## src/rtl/mmio_uart_tx_if.sv

```systemverilog
`default_nettype none
// ============================================================================
// Module      : mmio_uart_tx_if
// Description : Core data-memory port as seen by the MMIO UART transmitter.
//               The core (master) drives strobes, address and store data.
//               The peripheral (slave) returns load data and its window hit.
// Revision    : 1.0 - initial release
// ============================================================================
interface mmio_uart_tx_if;
  logic        memory_read;
  logic        memory_write;
  logic [31:0] address;
  logic [31:0] write_data;
  logic [31:0] read_data;
  logic        selected;

  modport master (
    output memory_read,
    output memory_write,
    output address,
    output write_data,
    input  read_data,
    input  selected
  );

  modport slave (
    input  memory_read,
    input  memory_write,
    input  address,
    input  write_data,
    output read_data,
    output selected
  );
endinterface
`default_nettype wire

```

## src/rtl/mmio_uart_tx.sv

```systemverilog
`default_nettype none
// ============================================================================
// Module      : mmio_uart_tx
// Description : Memory-mapped 8N1 UART transmitter. Stores to TXDATA queue a
//               byte in a small FIFO; an FSM drains the FIFO onto uart_tx.
//               STATUS exposes busy/full/empty/sticky overflow/count.
// Revision    : 1.0 - initial release
// ============================================================================
module mmio_uart_tx #(
  parameter int          CLOCK_FREQ   = 25000000,
  parameter int          BIT_RATE     = 115200,
  parameter logic [31:0] BASE_ADDRESS = 32'h80000000,
  parameter int          FIFO_DEPTH   = 8
) (
  input  logic                clk,
  input  logic                reset,
  mmio_uart_tx_if.slave       bus,
  output logic                uart_tx
);

  localparam int CLKS_PER_BIT = CLOCK_FREQ / BIT_RATE;
  localparam int CNT_W        = $clog2(CLKS_PER_BIT);
  localparam int PTR_W        = $clog2(FIFO_DEPTH);

  localparam logic [CNT_W-1:0] CNT_LAST  = CNT_W'(CLKS_PER_BIT - 1);
  localparam logic [PTR_W:0]   FIFO_FULL = (PTR_W+1)'(FIFO_DEPTH);
  localparam logic [PTR_W-1:0] PTR_ONE   = PTR_W'(1);
  localparam logic [PTR_W:0]   CNT_ONE   = (PTR_W+1)'(1);

  localparam logic [1:0] S_IDLE  = 2'd0;
  localparam logic [1:0] S_START = 2'd1;
  localparam logic [1:0] S_DATA  = 2'd2;
  localparam logic [1:0] S_STOP  = 2'd3;

  // FIFO storage and bookkeeping
  logic [7:0]       fifo_mem [FIFO_DEPTH];
  logic [PTR_W-1:0] wr_ptr;
  logic [PTR_W-1:0] rd_ptr;
  logic [PTR_W:0]   count;
  logic             overflow;

  // Transmit FSM state and datapath
  logic [1:0]       state;
  logic [1:0]       state_next;
  logic [CNT_W-1:0] baud_cnt;
  logic [CNT_W-1:0] baud_cnt_next;
  logic [2:0]       bit_idx;
  logic [2:0]       bit_idx_next;
  logic [7:0]       shift;
  logic [7:0]       shift_next;
  logic             tx_next;
  logic             busy;

  // Bus decode
  logic             addr_hit;
  logic [2:0]       offset;
  logic             store_txdata;
  logic             store_status;
  logic             full;
  logic             empty;
  logic             push;
  logic             pop;
  logic             bit_done;
  logic [31:0]      count_wide;
  logic [3:0]       count_sat;
  logic [31:0]      status_word;
  logic             unused_write_data;

  assign addr_hit     = (bus.address[31:3] == BASE_ADDRESS[31:3]);
  assign offset       = bus.address[2:0];
  assign store_txdata = bus.memory_write && addr_hit && (offset == 3'h0);
  assign store_status = bus.memory_write && addr_hit && (offset == 3'h4);

  assign full  = (count == FIFO_FULL);
  assign empty = (count == '0);

  // A full FIFO drops the byte even if the FSM frees a slot on this edge.
  assign push = store_txdata && !full;
  assign pop  = (state == S_IDLE) && !empty;

  assign bit_done = (baud_cnt == CNT_LAST);

  assign count_wide  = 32'(count);
  assign count_sat   = (count_wide > 32'd15) ? 4'd15 : count_wide[3:0];
  assign status_word = {24'h0, count_sat, overflow, empty, full, busy};

  assign bus.selected  = addr_hit;
  assign bus.read_data = (bus.memory_read && addr_hit && (offset == 3'h4))
                         ? status_word : 32'h0;

  // Only the low byte and the overflow-clear bit of store data are consumed.
  assign unused_write_data = &{1'b0, bus.write_data[31:8]};

  // FIFO storage: written on accepted pushes, never reset (pointers gate it)
  always_ff @(posedge clk) begin
    if (push) begin
      fifo_mem[wr_ptr] <= bus.write_data[7:0];
    end
  end

  // FIFO pointers, occupancy and sticky overflow flag
  always_ff @(posedge clk) begin
    if (!reset) begin
      wr_ptr   <= '0;
      rd_ptr   <= '0;
      count    <= '0;
      overflow <= 1'b0;
    end else begin
      if (push) begin
        wr_ptr <= wr_ptr + PTR_ONE;
      end
      if (pop) begin
        rd_ptr <= rd_ptr + PTR_ONE;
      end
      case ({push, pop})
        2'b10:   count <= count + CNT_ONE;
        2'b01:   count <= count - CNT_ONE;
        default: count <= count;
      endcase
      if (store_txdata && full) begin
        overflow <= 1'b1;
      end else if (store_status && bus.write_data[3]) begin
        overflow <= 1'b0;
      end
    end
  end

  // FSM state register, including the registered serial output
  always_ff @(posedge clk) begin
    if (!reset) begin
      state    <= S_IDLE;
      baud_cnt <= '0;
      bit_idx  <= 3'd0;
      shift    <= 8'h00;
      uart_tx  <= 1'b1;
    end else begin
      state    <= state_next;
      baud_cnt <= baud_cnt_next;
      bit_idx  <= bit_idx_next;
      shift    <= shift_next;
      uart_tx  <= tx_next;
    end
  end

  // FSM next-state and datapath update
  always_comb begin
    state_next    = state;
    baud_cnt_next = baud_cnt;
    bit_idx_next  = bit_idx;
    shift_next    = shift;
    case (state)
      S_IDLE: begin
        if (pop) begin
          state_next    = S_START;
          baud_cnt_next = '0;
          shift_next    = fifo_mem[rd_ptr];
        end
      end
      S_START: begin
        if (bit_done) begin
          state_next    = S_DATA;
          baud_cnt_next = '0;
          bit_idx_next  = 3'd0;
        end else begin
          baud_cnt_next = baud_cnt + 1'b1;
        end
      end
      S_DATA: begin
        if (bit_done) begin
          baud_cnt_next = '0;
          shift_next    = {1'b0, shift[7:1]};
          if (bit_idx == 3'd7) begin
            state_next = S_STOP;
          end else begin
            bit_idx_next = bit_idx + 3'd1;
          end
        end else begin
          baud_cnt_next = baud_cnt + 1'b1;
        end
      end
      default: begin
        if (bit_done) begin
          state_next    = S_IDLE;
          baud_cnt_next = '0;
        end else begin
          baud_cnt_next = baud_cnt + 1'b1;
        end
      end
    endcase
  end

  // FSM outputs: line level for the upcoming state, and busy flag
  always_comb begin
    tx_next = 1'b1;
    busy    = (state != S_IDLE);
    case (state_next)
      S_START: tx_next = 1'b0;
      S_DATA:  tx_next = shift_next[0];
      default: tx_next = 1'b1;
    endcase
  end

endmodule
`default_nettype wire

```

## src/flat_wrapper.sv

```systemverilog
// flat-port wrapper written by rule: the top's interface ports become plain ports
module mmio_uart_tx_flat 
#(
  parameter int          CLOCK_FREQ   = 25000000,
  parameter int          BIT_RATE     = 115200,
  parameter logic [31:0] BASE_ADDRESS = 32'h80000000,
  parameter int          FIFO_DEPTH   = 8
)
  (clk, reset, uart_tx, bus_memory_read, bus_memory_write, bus_address, bus_write_data, bus_read_data, bus_selected);
  mmio_uart_tx_if bus_i ();
  input  logic clk;
  input  logic reset;
  output logic uart_tx;
  input wire logic [$bits(bus_i.memory_read)-1:0] bus_memory_read;
  input wire logic [$bits(bus_i.memory_write)-1:0] bus_memory_write;
  input wire logic [$bits(bus_i.address)-1:0] bus_address;
  input wire logic [$bits(bus_i.write_data)-1:0] bus_write_data;
  output wire logic [$bits(bus_i.read_data)-1:0] bus_read_data;
  output wire logic [$bits(bus_i.selected)-1:0] bus_selected;
  assign bus_i.memory_read = bus_memory_read;
  assign bus_i.memory_write = bus_memory_write;
  assign bus_i.address = bus_address;
  assign bus_i.write_data = bus_write_data;
  assign bus_read_data = bus_i.read_data;
  assign bus_selected = bus_i.selected;
  mmio_uart_tx #(.CLOCK_FREQ(CLOCK_FREQ), .BIT_RATE(BIT_RATE), .BASE_ADDRESS(BASE_ADDRESS), .FIFO_DEPTH(FIFO_DEPTH)) u_core (.clk(clk), .reset(reset), .bus(bus_i), .uart_tx(uart_tx));
endmodule
```

## config.mk

```make
export PLATFORM = sky130hd
export DESIGN_NAME = mmio_uart_tx_flat
export DESIGN_NICKNAME = d
export VERILOG_FILES = /design/src/rtl/mmio_uart_tx_if.sv /design/src/rtl/mmio_uart_tx.sv /design/src/flat_wrapper.sv
export SDC_FILE = /design/constraint.sdc
export NUM_CORES = 1
export LEC_CHECK = 0
export BUFFER_PORTS_ARGS = -buffer_cell sky130_fd_sc_hd__buf_2
export CORE_MARGIN = 2
export CORE_UTILIZATION = 51
export CTS_BUF_LIST = sky130_fd_sc_hd__clkbuf_8 sky130_fd_sc_hd__clkbuf_16
export DETAILED_ROUTE_END_ITERATION = 16
export PLACE_DENSITY = 0.8
export RECOVER_POWER = 25
export SLEW_MARGIN = 25
export SYNTH_ARGS = -nofsm -noshare
export SYNTH_HDL_FRONTEND = slang
export SYNTH_SLANG_ARGS = --single-unit
```

## constraint.sdc

```tcl
create_clock -name clk -period 3.6 [get_ports clk]
set_input_delay 0.18 -clock clk [delete_from_list [all_inputs] [get_ports clk]]
set_output_delay 0.18 -clock clk [all_outputs]
set_load 0.03 [all_outputs]
```

==> results.tsv, run 1 <==
metric	value	unit
diodes	0	
drt_pass1_iterations	4	
ir_worst_vdd	0.309	mV
setup_viol	0	
synth_area	4580	µm²
synth_compound_area_frac	0.0598	
std_cell_rows	34	
tritoncts	built	
r2r_slack	840	ps
hold_violations	0	
clock-root-buffer	clkbuf_8	
core	8720	µm²
hold_path_depth	1	
final_cell_mix	64 x edfxtp_1, 46 x buf_2, 36 x dfxtp_1, 24 x conb_1, 23 x nor2_1	
clk_pin_slew	110	ps
syn2layout_area_growth	10.8	%
synth-simple-area-share	0.160	
relSlewSlack	0.356	
tightest_slew	966	ps
cts_resized	0	
numCtsBuffers	9	
ctsHoldBuffers	0	
final_nets	485	
max_freq	0.363	GHz
timing.rr.start	u_core.count[0]$_SDFFE_PN0P_	
grt_usage	0.176	
syn_avg_cell_area	13.1	µm²
synth_top_area_cell	edfxtp_1	
grt_pass1_wl	13.4	mm
endpoint_kind	flop	
vias	2783	
route.detailed.drc	0	
r2r_cells	11	
die_y	98.8	µm
syn-instance-count	351	
drt-initial-drc-count	86	
io_pins	102	
cp_max_fo	12	
drive_above_1_share	0.245	
finalWorstSetupSlack	843	ps
min_period_over_period	0.766	
cts_num_sinks	100	
leakagePower	0.00180	µW
hp-class	in -> reg	
yosys.area.top_type_share	0.419	
netlist_top_cells_area	edfxtp_1 42%, dfxtp_1 16%, mux4_2 7.9%	
drv_cap	0	
fin_util	0.582	
min_to	u_core.fifo_mem[5][7]$_DFFE_PP_	
drtAntennaViolNets	0	
async_flop_share	0	
gp_congestion	0.819	
clk_latency	370	ps
h-tree-depth	3	
hold-worst-slack	80.2	ps
synth_edf_count	64	
hp-start	bus_write_data[7]	
synth_xor_area_frac	0.0134	
fin_crit	2760	ps
final_cell_count_no_fill	521	
synth-adder-area-share	0.0246	
vias_per_cell	5.34	
yosys.cell_types.count	54	
path_class	reg -> reg	
ys_warn_count	0	
wire_per_inst	15.6	µm
fp.dieW	98.8	µm
grt_max_degree	36	
synth.mux.area_fraction	0.107	
antenna_found_initial	0	
critPathArrivalTime	3060	ps
place_inst	505	
ys_seq_area_frac	0.577	
clockBufferDepth	2	
p_per_area	393	nW/µm²
io_buffer_count	53	
wirelength	8.15	mm
rsz0062_at_grt	false	
outcome	finished, final reports clean	
worstPathRequired	3900	ps
post-cts-setup-buffers	0	
critPathLaunchType	flop	
synth-main-ff-cell	edfxtp_1	
die-area	9760	µm²
tns	0	ps
overflow	0	
dp_hpwl	5.76	mm
finClkSkew	18.1	ps
layout_commonest_cell	edfxtp_1	
synth_top_family_by_area	simple AND/OR/NAND/NOR gates	
ys_ff_latch	100	
initial_core_util	0.525	
grt_pass1_vias	2748	
regToRegEndpoint	u_core.count[2]$_SDFFE_PN0P_	
pre_cts_ws	691	ps
drv_slew	0	
[kinds of logic (layout without fill, tap and decap cells)]
family | Yosys count | after routing
xor gates and xnor gates | 7 | 7
adders and majority gates | 9 | 9
other | 1 | 24
DFF | 100 | 100
AOI/OAI and AO/OA | 40 | 40
and+or+nand+nor | 121 | 121
buffers and inverters | 44 | 83
muxes | 29 | 29
[flip-flops by register name, indices dropped and copies added, names as in the netlist, named ones only]
name and flops:
u_core.wr_ptr 3, u_core.fifo_mem 64, u_core.rd_ptr 3, u_core.shift 8
u_core.bit_idx 3, u_core.state 2, u_core.uart_tx 1, u_core.count 4
u_core.baud_cnt 8, u_core.overflow 1
[power breakdown]
group	internal (µW)	switching [µW]
logic	20.8	55.8
clock network	275	425
registers	1220	0.000000703
total	1510	481
[worst max path at each step]
stage,start,end,depth (start not counted)
detailed placement,bus_address[3],u_core.count[2]$_SDFFE_PN0P_,12
global route,u_core.count[1]$_SDFFE_PN0P_,u_core.count[2]$_SDFFE_PN0P_,11
CTS,u_core.count[1]$_SDFFE_PN0P_,u_core.count[2]$_SDFFE_PN0P_,11
global placement,bus_address[3],u_core.count[2]$_SDFFE_PN0P_,12
floorplan,bus_address[3],u_core.count[2]$_SDFFE_PN0P_,11
finish,u_core.count[0]$_SDFFE_PN0P_,u_core.count[2]$_SDFFE_PN0P_,11
[final cells by class]
class                           count  area (µm²)
Multi-Input combinational cell    230        1760
Sequential cell                   100        2640
Clock inverter                      7        75.1
Inverter                            7        26.3
Timing Repair Buffer               60         309
Tap cell                          108         135
Fill cell                         706        3650
Clock buffer                        9         124
[synthesized netlist by cell type (2+ instances only)]
cell type / count
mux4_2: 16
nor4_1: 7
nand2b_1: 4
ha_1: 9
and3_1: 2
nor3b_2: 4
nand2_1: 15
a21oi_1: 7
xnor2_1: 3
nor3b_1: 3
a221oi_1: 7
mux2i_1: 13
a21boi_0: 6
buf_4: 24
clkbuf_1: 6
nor2_1: 23
nor3_1: 7
o21a_1: 2
o221a_2: 2
nor2b_1: 17
and2_1: 12
o21ai_0: 9
nand3_1: 8
buf_2: 6
xor2_1: 4
edfxtp_1: 64
o22ai_1: 3
nand4_1: 2
inv_1: 6
dfxtp_1: 36
[critical path, cell delays in order, from the launching register on]
cell and delay, ps:
dfxtp_1 400, or4_1 590, nand2_1 90, buf_4 180, inv_2 100, ha_1 270, xor2_1 160, ha_1 180
a21oi_1 160, xor2_1 100, or3_1 300, a21boi_0 160
[stage by stage]
stage	power, µW	instance area, µm²
finish	1990	5070
global route	2060	5070
CTS	2020	5080
detailed placement	1320	4880
global placement	1320	4880
floorplan	1310	4670
[per-layer routing]
| metal | part of all wire | track usage | vias up |
|---|---|---|---|
| met4 | 0.013 | 0.0580 | 0 |
| met1 | 0.41 | 0.210 | 1349 |
| li1 | - | - | 1373 |
| met5 | 0 | 0 | - |
| met2 | 0.54 | 0.317 | 53 |
| met3 | 0.033 | 0.0369 | 8 |
Power figures use the tool's default switching activity.
==> run 2, diff against run 1 <==
Settings changed: CORE_UTILIZATION 51 to 49.
Clock period 3.6 ns to 2.25 ns, I/O delays scaled along.
==> run 2 against run 1 <==
The flow now finishes with violations (setup timing). Critical path depth stayed put. Sequential power is 60% higher. Clock power is 64% higher. Sequential cell count stayed put. Combinational power is 72% higher. Setup slack worse by 880 ps. Power is 62% higher. Cell count is 5.6% higher. Register-to-register slack worse by 880 ps. Critical path type unchanged.
==> results.tsv, run 2 (synthesis results as in run 1) <==
metric	value	unit	change
final_nets	511		was 485
diodes	0		unchanged
initial_core_util	0.501		was 0.525
grt_pass1_wl	13.8	mm	was 13.4 mm
largest_register_ffs	64		unchanged
clk_pin_slew	110	ps	about the same
grt_max_degree	36		unchanged
p_seq_frac	0.602		was 0.610
clk_latency	380	ps	was 370 ps
route.met3.wl	389	µm	was 267 µm
fp.dieW	101	µm	was 98.8 µm
tightest_slew	546	ps	was 966 ps
h-tree-depth	3		unchanged
hold_violations	0		unchanged
die_y	101	µm	was 98.8 µm
core	9150	µm²	was 8720 µm²
hold-worst-slack	110	ps	was 80.2 ps
grt_usage	0.179		was 0.176
drv_cap	0		unchanged
wl_met1	3.57	mm	was 3.37 mm
p_switching	796	µW	was 481 µW
vias_per_cell	5.42		was 5.34
reg_top3	u_core.fifo_mem: 64 flops, u_core.baud_cnt: 8 flops, u_core.shift: 8 flops		unchanged
wl_met2	4.49	mm	was 4.41 mm
place_inst	527		was 505
violations	setup timing		
clkPwrFrac	0.357		was 0.352
drt_pass1_iterations	4		unchanged
cp_cell_sequence	or4b_4 -> nand3_4 -> nor4_4 -> inv_2 -> ha_4 -> xor2_2 -> ha_2 -> a21oi_2 -> xor2_1 -> or3_1 -> a21boi_1		was or4_1 -> nand2_1 -> buf_4 -> inv_2 -> ha_1 -> xor2_1 -> ha_1 -> a21oi_1 -> xor2_1 -> or3_1 -> a21boi_0
finalWorstSetupSlack	-35.3	ps	was 843 ps
swShare	0.247		was 0.241
path_class	reg -> reg		unchanged
cpPeakStageDelay	570	ps	was 590 ps
hp-class	in -> reg		unchanged
clockBufferDepth	2		unchanged
antenna_found_initial	0		unchanged
stdcell_area	5370	µm²	was 5070 µm²
vias	2982		was 2,783
layout_commonest_cell	edfxtp_1		unchanged
top_layer_used	met4		unchanged
gp_congestion	0.763		was 0.819
drtAntennaViolNets	0		unchanged
worstPathRequired	2560	ps	was 3900 ps
crit_slowest_cell	or4b_4		was or4_1
drt-initial-drc-count	156		was 86
tritoncts	built		unchanged
grt_pass1_vias	2866		was 2,748
std_cell_rows	35		was 34
dp_hpwl	5.76	mm	about the same
route.detailed.drc	0		unchanged
critPathLaunchType	flop		unchanged
drv_slew	0		unchanged
pwr-share-comb	0.041		was 0.038
overflow	0		unchanged
relSlewSlack	0.636		was 0.356
endpoint_kind	flop		unchanged
ir_worst_vdd	0.551	mV	was 0.309 mV
final_cell_count_no_fill	550		was 521
final_cell_mix	64 x edfxtp_1, 47 x buf_2, 34 x dfxtp_1, 27 x buf_4, 24 x conb_1		was 64 x edfxtp_1, 46 x buf_2, 36 x dfxtp_1, 24 x conb_1, 23 x nor2_1
numCtsBuffers	9		unchanged
clock-root-buffer	clkbuf_8		unchanged
leakagePower	0.00195	µW	was 0.00180 µW
max_freq	0.438	GHz	was 0.363 GHz
cp_max_fo	4		was 12
cts_num_sinks	100		unchanged
crit_family	simple AND/OR/NAND/NOR gates		unchanged
regMostFlops	u_core.fifo_mem		unchanged
p_per_area	602	nW/µm²	was 393 nW/µm²
rsz0062_at_grt	true		was false
io_buffer_count	53		unchanged
setup_viol	2		was 0
place_area	5080	µm²	was 4880 µm²
min_period_over_period	1.02		was 0.766
wire_per_inst	15.6	µm	about the same
critPathArrivalTime	2600	ps	was 3060 ps
fin_util	0.587		was 0.582
cp_num_buf_inv	1		was 2
wirelength	8.56	mm	was 8.15 mm
pre_cts_ws	-104	ps	was 691 ps
io_pins	102		unchanged
syn2layout_area_growth	17.2	%	was 10.8%
drive_above_1_share	0.308		was 0.245
outcome	complete, but fails checks		was finished, final reports clean
finClkSkew	21.3	ps	was 18.1 ps
fin_crit	2290	ps	was 2760 ps
p_int	2430	µW	was 1510 µW
die-area	10100	µm²	was 9760 µm²
[run 2: final cells by class]
| class | count | area [µm²] |
|---|---|---|
| sequential | 100 | 2650 |
| inverter | 7 | 26.3 |
| clock buffer | 9 | 124 |
| tap | 111 | 139 |
| timing repair buffer | 86 | 531 |
| multi-input combinational | 230 | 1820 |
| clock inverter | 7 | 86.3 |
| fill | 689 | 3780 |
[run 2: final timing paths]
check	startpoint	end	slack [ps]	cells past startpoint
max	u_core.count[1]$_SDFFE_PN0P_	u_core.count[2]$_SDFFE_PN0P_	-40	11
min	bus_write_data[6]	u_core.fifo_mem[7][6]$_DFFE_PP_	110	1
max reg2reg	u_core.count[1]$_SDFFE_PN0P_	u_core.count[2]$_SDFFE_PN0P_	-40	11
min reg2reg	u_core.bit_idx[1]$_SDFFE_PN0P_	u_core.bit_idx[1]$_SDFFE_PN0P_	500	2
[run 2: metrics by stage]
step           setup TNS [ps]  total power [µW]
6_report                -43.3              3230
5_1_grt                  -177              3330
4_1_cts                 -33.0              3250
3_5_place_dp             -146              2110
3_3_place_gp            -37.9              2110
2_1_floorplan           -77.7              2090
[run 2: layer usage]
layer	track usage	up-vias
li1	-	1424
met1	0.214	1480
met2	0.308	69
met3	0.0520	9
met4	0.0632	0
met5	0	-
[run 2: what timing repair did]
item | in CTS | in global routing
hold buffers | 5 | 0
setup buffers | 2 | 0
gates cloned | 0 | 0
pin swaps | 2 | 1
endpoints found under the setup margin | 2 | 3
gates resized for setup | 3 | 3
hold endpoints to repair | 32 | 0
[run 2: power by group through the flow]
| stage | combinational (µW) | clock [µW] | sequential [µW] |
|---|---|---|---|
| finish | 132 | 1150 | 1950 |
| detailed placement | 124 | 0 | 1990 |
| floorplan | 101 | 0 | 1990 |
| CTS | 132 | 1170 | 1950 |
| global placement | 121 | 0 | 1990 |
| global route | 144 | 1240 | 1950 |
==> run 3, diff against run 2 <==
Settings changed: CORE_UTILIZATION 49 to 51.
Clock period 2.25 ns to 2.45 ns, I/O delays scaled along.
==> run 3 against run 2 <==
The run still ends with setup timing left. Sequential cell count unchanged. Clock power decreased by 3%. Routed wire length increased by 4.8%. Count of clock-buffer cells in the layout unchanged. Cell count decreased by 1.1%. Power decreased by 6.6%. Non-clock buffer count decreased by 3. Sequential share of layout area increased by 0.59 points. First-iteration DRC count decreased by 22%. Sequential power decreased by 8%. Hold slack got worse by 19 ps. Critical endpoint unchanged. Largest power group unchanged. Highest routed layer unchanged.
==> results.tsv, run 3 (synthesis results as in run 1) <==
metric	value	unit	change
vias_per_cell	5.45		was 5.42
pwr-share-comb	0.041		about the same
worstPathRequired	2760	ps	was 2560 ps
diodes	0		unchanged
vias	2963		was 2,982
drv_slew	0		unchanged
clockBufferDepth	2		unchanged
cp_max_fo	3		was 4
regMostFlops	u_core.fifo_mem		unchanged
clk_latency	390	ps	was 380 ps
finalWorstSetupSlack	-16.7	ps	was -35.3 ps
numCtsBuffers	9		unchanged
swShare	0.255		was 0.247
outcome	complete, but fails checks		unchanged
drt-initial-drc-count	122		was 156
setup_viol	1		was 2
drv_cap	0		unchanged
grt_pass1_wl	14.3	mm	was 13.8 mm
grt_max_degree	36		unchanged
grt_pass1_vias	2878		was 2,866
multi_input_area	1790	µm²	was 1820 µm²
dp_hpwl	6.14	mm	was 5.76 mm
fill_cells	670		was 689
hp-class	in -> reg		unchanged
antenna_found_initial	0		unchanged
place_inst	520		was 527
critPathLaunchType	flop		unchanged
drtAntennaViolNets	0		unchanged
tritoncts	built		unchanged
p_switching	768	µW	was 796 µW
pre_cts_ws	-63.7	ps	was -104 ps
p_seq_frac	0.592		was 0.602
die-area	9760	µm²	was 10,100 µm²
ir_worst_vdd	0.481	mV	was 0.551 mV
endpoint_kind	flop		unchanged
initial_core_util	0.525		was 0.501
cpPeakStageDelay	570	ps	about the same
overflow	0		unchanged
finClkSkew	19.4	ps	was 21.3 ps
relSlewSlack	0.650		was 0.636
reg_top3	u_core.fifo_mem: 64 flops, u_core.baud_cnt: 8 flops, u_core.shift: 8 flops		unchanged
grt_usage	0.188		was 0.179
largest_register_ffs	64		unchanged
core	8720	µm²	was 9150 µm²
final_cell_mix	64 x edfxtp_1, 46 x buf_2, 33 x dfxtp_1, 25 x buf_4, 24 x conb_1		was 64 x edfxtp_1, 47 x buf_2, 34 x dfxtp_1, 27 x buf_4, 24 x conb_1
final_nets	508		was 511
min_period_over_period	1.01		was 1.02
layout_commonest_cell	edfxtp_1		unchanged
clk_pin_slew	110	ps	about the same
violations	setup timing		unchanged
final-seq-area	2650	µm²	about the same
critPathArrivalTime	2780	ps	was 2600 ps
h-tree-depth	3		unchanged
clkPwrFrac	0.367		was 0.357
cts_num_sinks	100		unchanged
leakagePower	0.00193	µW	was 0.00195 µW
route.detailed.drc	0		unchanged
fin_crit	2470	ps	was 2290 ps
wire_per_inst	16.5	µm	was 15.6 µm
hold_violations	0		unchanged
drive_above_1_share	0.294		was 0.308
cp_cell_sequence	or4b_4 -> nand3_4 -> nor4_4 -> inv_1 -> ha_2 -> xor2_1 -> ha_2 -> a21oi_2 -> xor2_1 -> or3_1 -> a21boi_1		was or4b_4 -> nand3_4 -> nor4_4 -> inv_2 -> ha_4 -> xor2_2 -> ha_2 -> a21oi_2 -> xor2_1 -> or3_1 -> a21boi_1
wirelength	8.97	mm	was 8.56 mm
place_area	5000	µm²	was 5080 µm²
std_cell_rows	34		was 35
path_class	reg -> reg		unchanged
syn2layout_area_growth	15.8	%	was 17.2%
io_buffer_count	53		unchanged
crit_slowest_cell	or4b_4		unchanged
p_per_area	568	nW/µm²	was 602 nW/µm²
die_y	98.8	µm	was 101 µm
gp_congestion	0.836		was 0.763
stdcell_area	5310	µm²	was 5370 µm²
max_freq	0.405	GHz	was 0.438 GHz
drt_pass1_iterations	4		unchanged
io_pins	102		unchanged
rsz0062_at_grt	true		unchanged
final_cell_count_no_fill	544		was 550
p_int	2250	µW	was 2430 µW
tightest_slew	524	ps	was 546 ps
clock-root-buffer	clkbuf_8		unchanged
fp.dieW	98.8	µm	was 101 µm
run 3: final timing paths:
check                                                    start                              end  slack, ps  depth (start not counted)
worst max register to register    u_core.count[2]$_SDFFE_PN0P_     u_core.count[2]$_SDFFE_PN0P_        -20                         11
worst min register to register  u_core.bit_idx[2]$_SDFFE_PN0P_   u_core.bit_idx[2]$_SDFFE_PN0P_        500                          2
worst max-delay path              u_core.count[2]$_SDFFE_PN0P_     u_core.count[2]$_SDFFE_PN0P_        -20                         11
worst min-delay path                         bus_write_data[7]  u_core.fifo_mem[2][7]$_DFFE_PP_         90                          1
run 3: final cells by class:
class | instances | share of cell area
sequential | 100 | 0.499
clock inverter | 7 | 0.0172
multi-input combinational | 230 | 0.337
clock buffer | 9 | 0.0233
tap | 108 | 0.0255
inverter | 7 | 0.00495
timing repair buffer | 83 | 0.0931
run 3: metal layers:
metal / vias up / track usage / part of all wire
met5: - / 0 / 0
met4: 0 / 0.0580 / 0.017
met3: 16 / 0.0454 / 0.039
met2: 73 / 0.336 / 0.54
met1: 1460 / 0.225 / 0.40
li1: 1414 / - / -
run 3: critical path, delay by kind of cell (launching register included):
family                     cells  cell delay (ps)
xor gates and xnor gates       2              350
DFF                            1              340
and+or+nand+nor                4             1040
AOI/OAI and AO/OA              2              160
adders and majority gates      2              400
buffers and inverters          1              100
run 3: through the flow:
| stage | power (µW) | utilization | hold slack, ps | TNS [ps] |
|---|---|---|---|---|
| after CTS | 3040 | 0.604 | 1.48 | 0 |
| after detailed placement | 1940 | 0.573 | 398 | -63.7 |
| final | 3020 | 0.609 | 90.5 | -16.7 |
| after global placement | 1940 | 0.573 | 380 | 0 |
| after global routing | 3100 | 0.609 | 103 | -134 |
| after floorplan | 1920 | - | 221 | 0 |
run 3: power by group through the flow:
stage	clock network (µW)	registers, µW	logic [µW]
6_report	1110	1790	122
3_5_place_dp	0	1830	114
2_1_floorplan	0	1830	92.5
3_3_place_gp	0	1830	110
4_1_cts	1130	1790	120
5_1_grt	1180	1790	132
run 3: repair_timing:
action / 4_1_cts / 5_1_grt
hold endpoints to repair: 34 / 0
setup buffers: 0 / 3
pin swaps: 0 / 9
setup endpoints to repair: 1 / 1
resized for setup: 1 / 9
hold buffers: 5 / 0
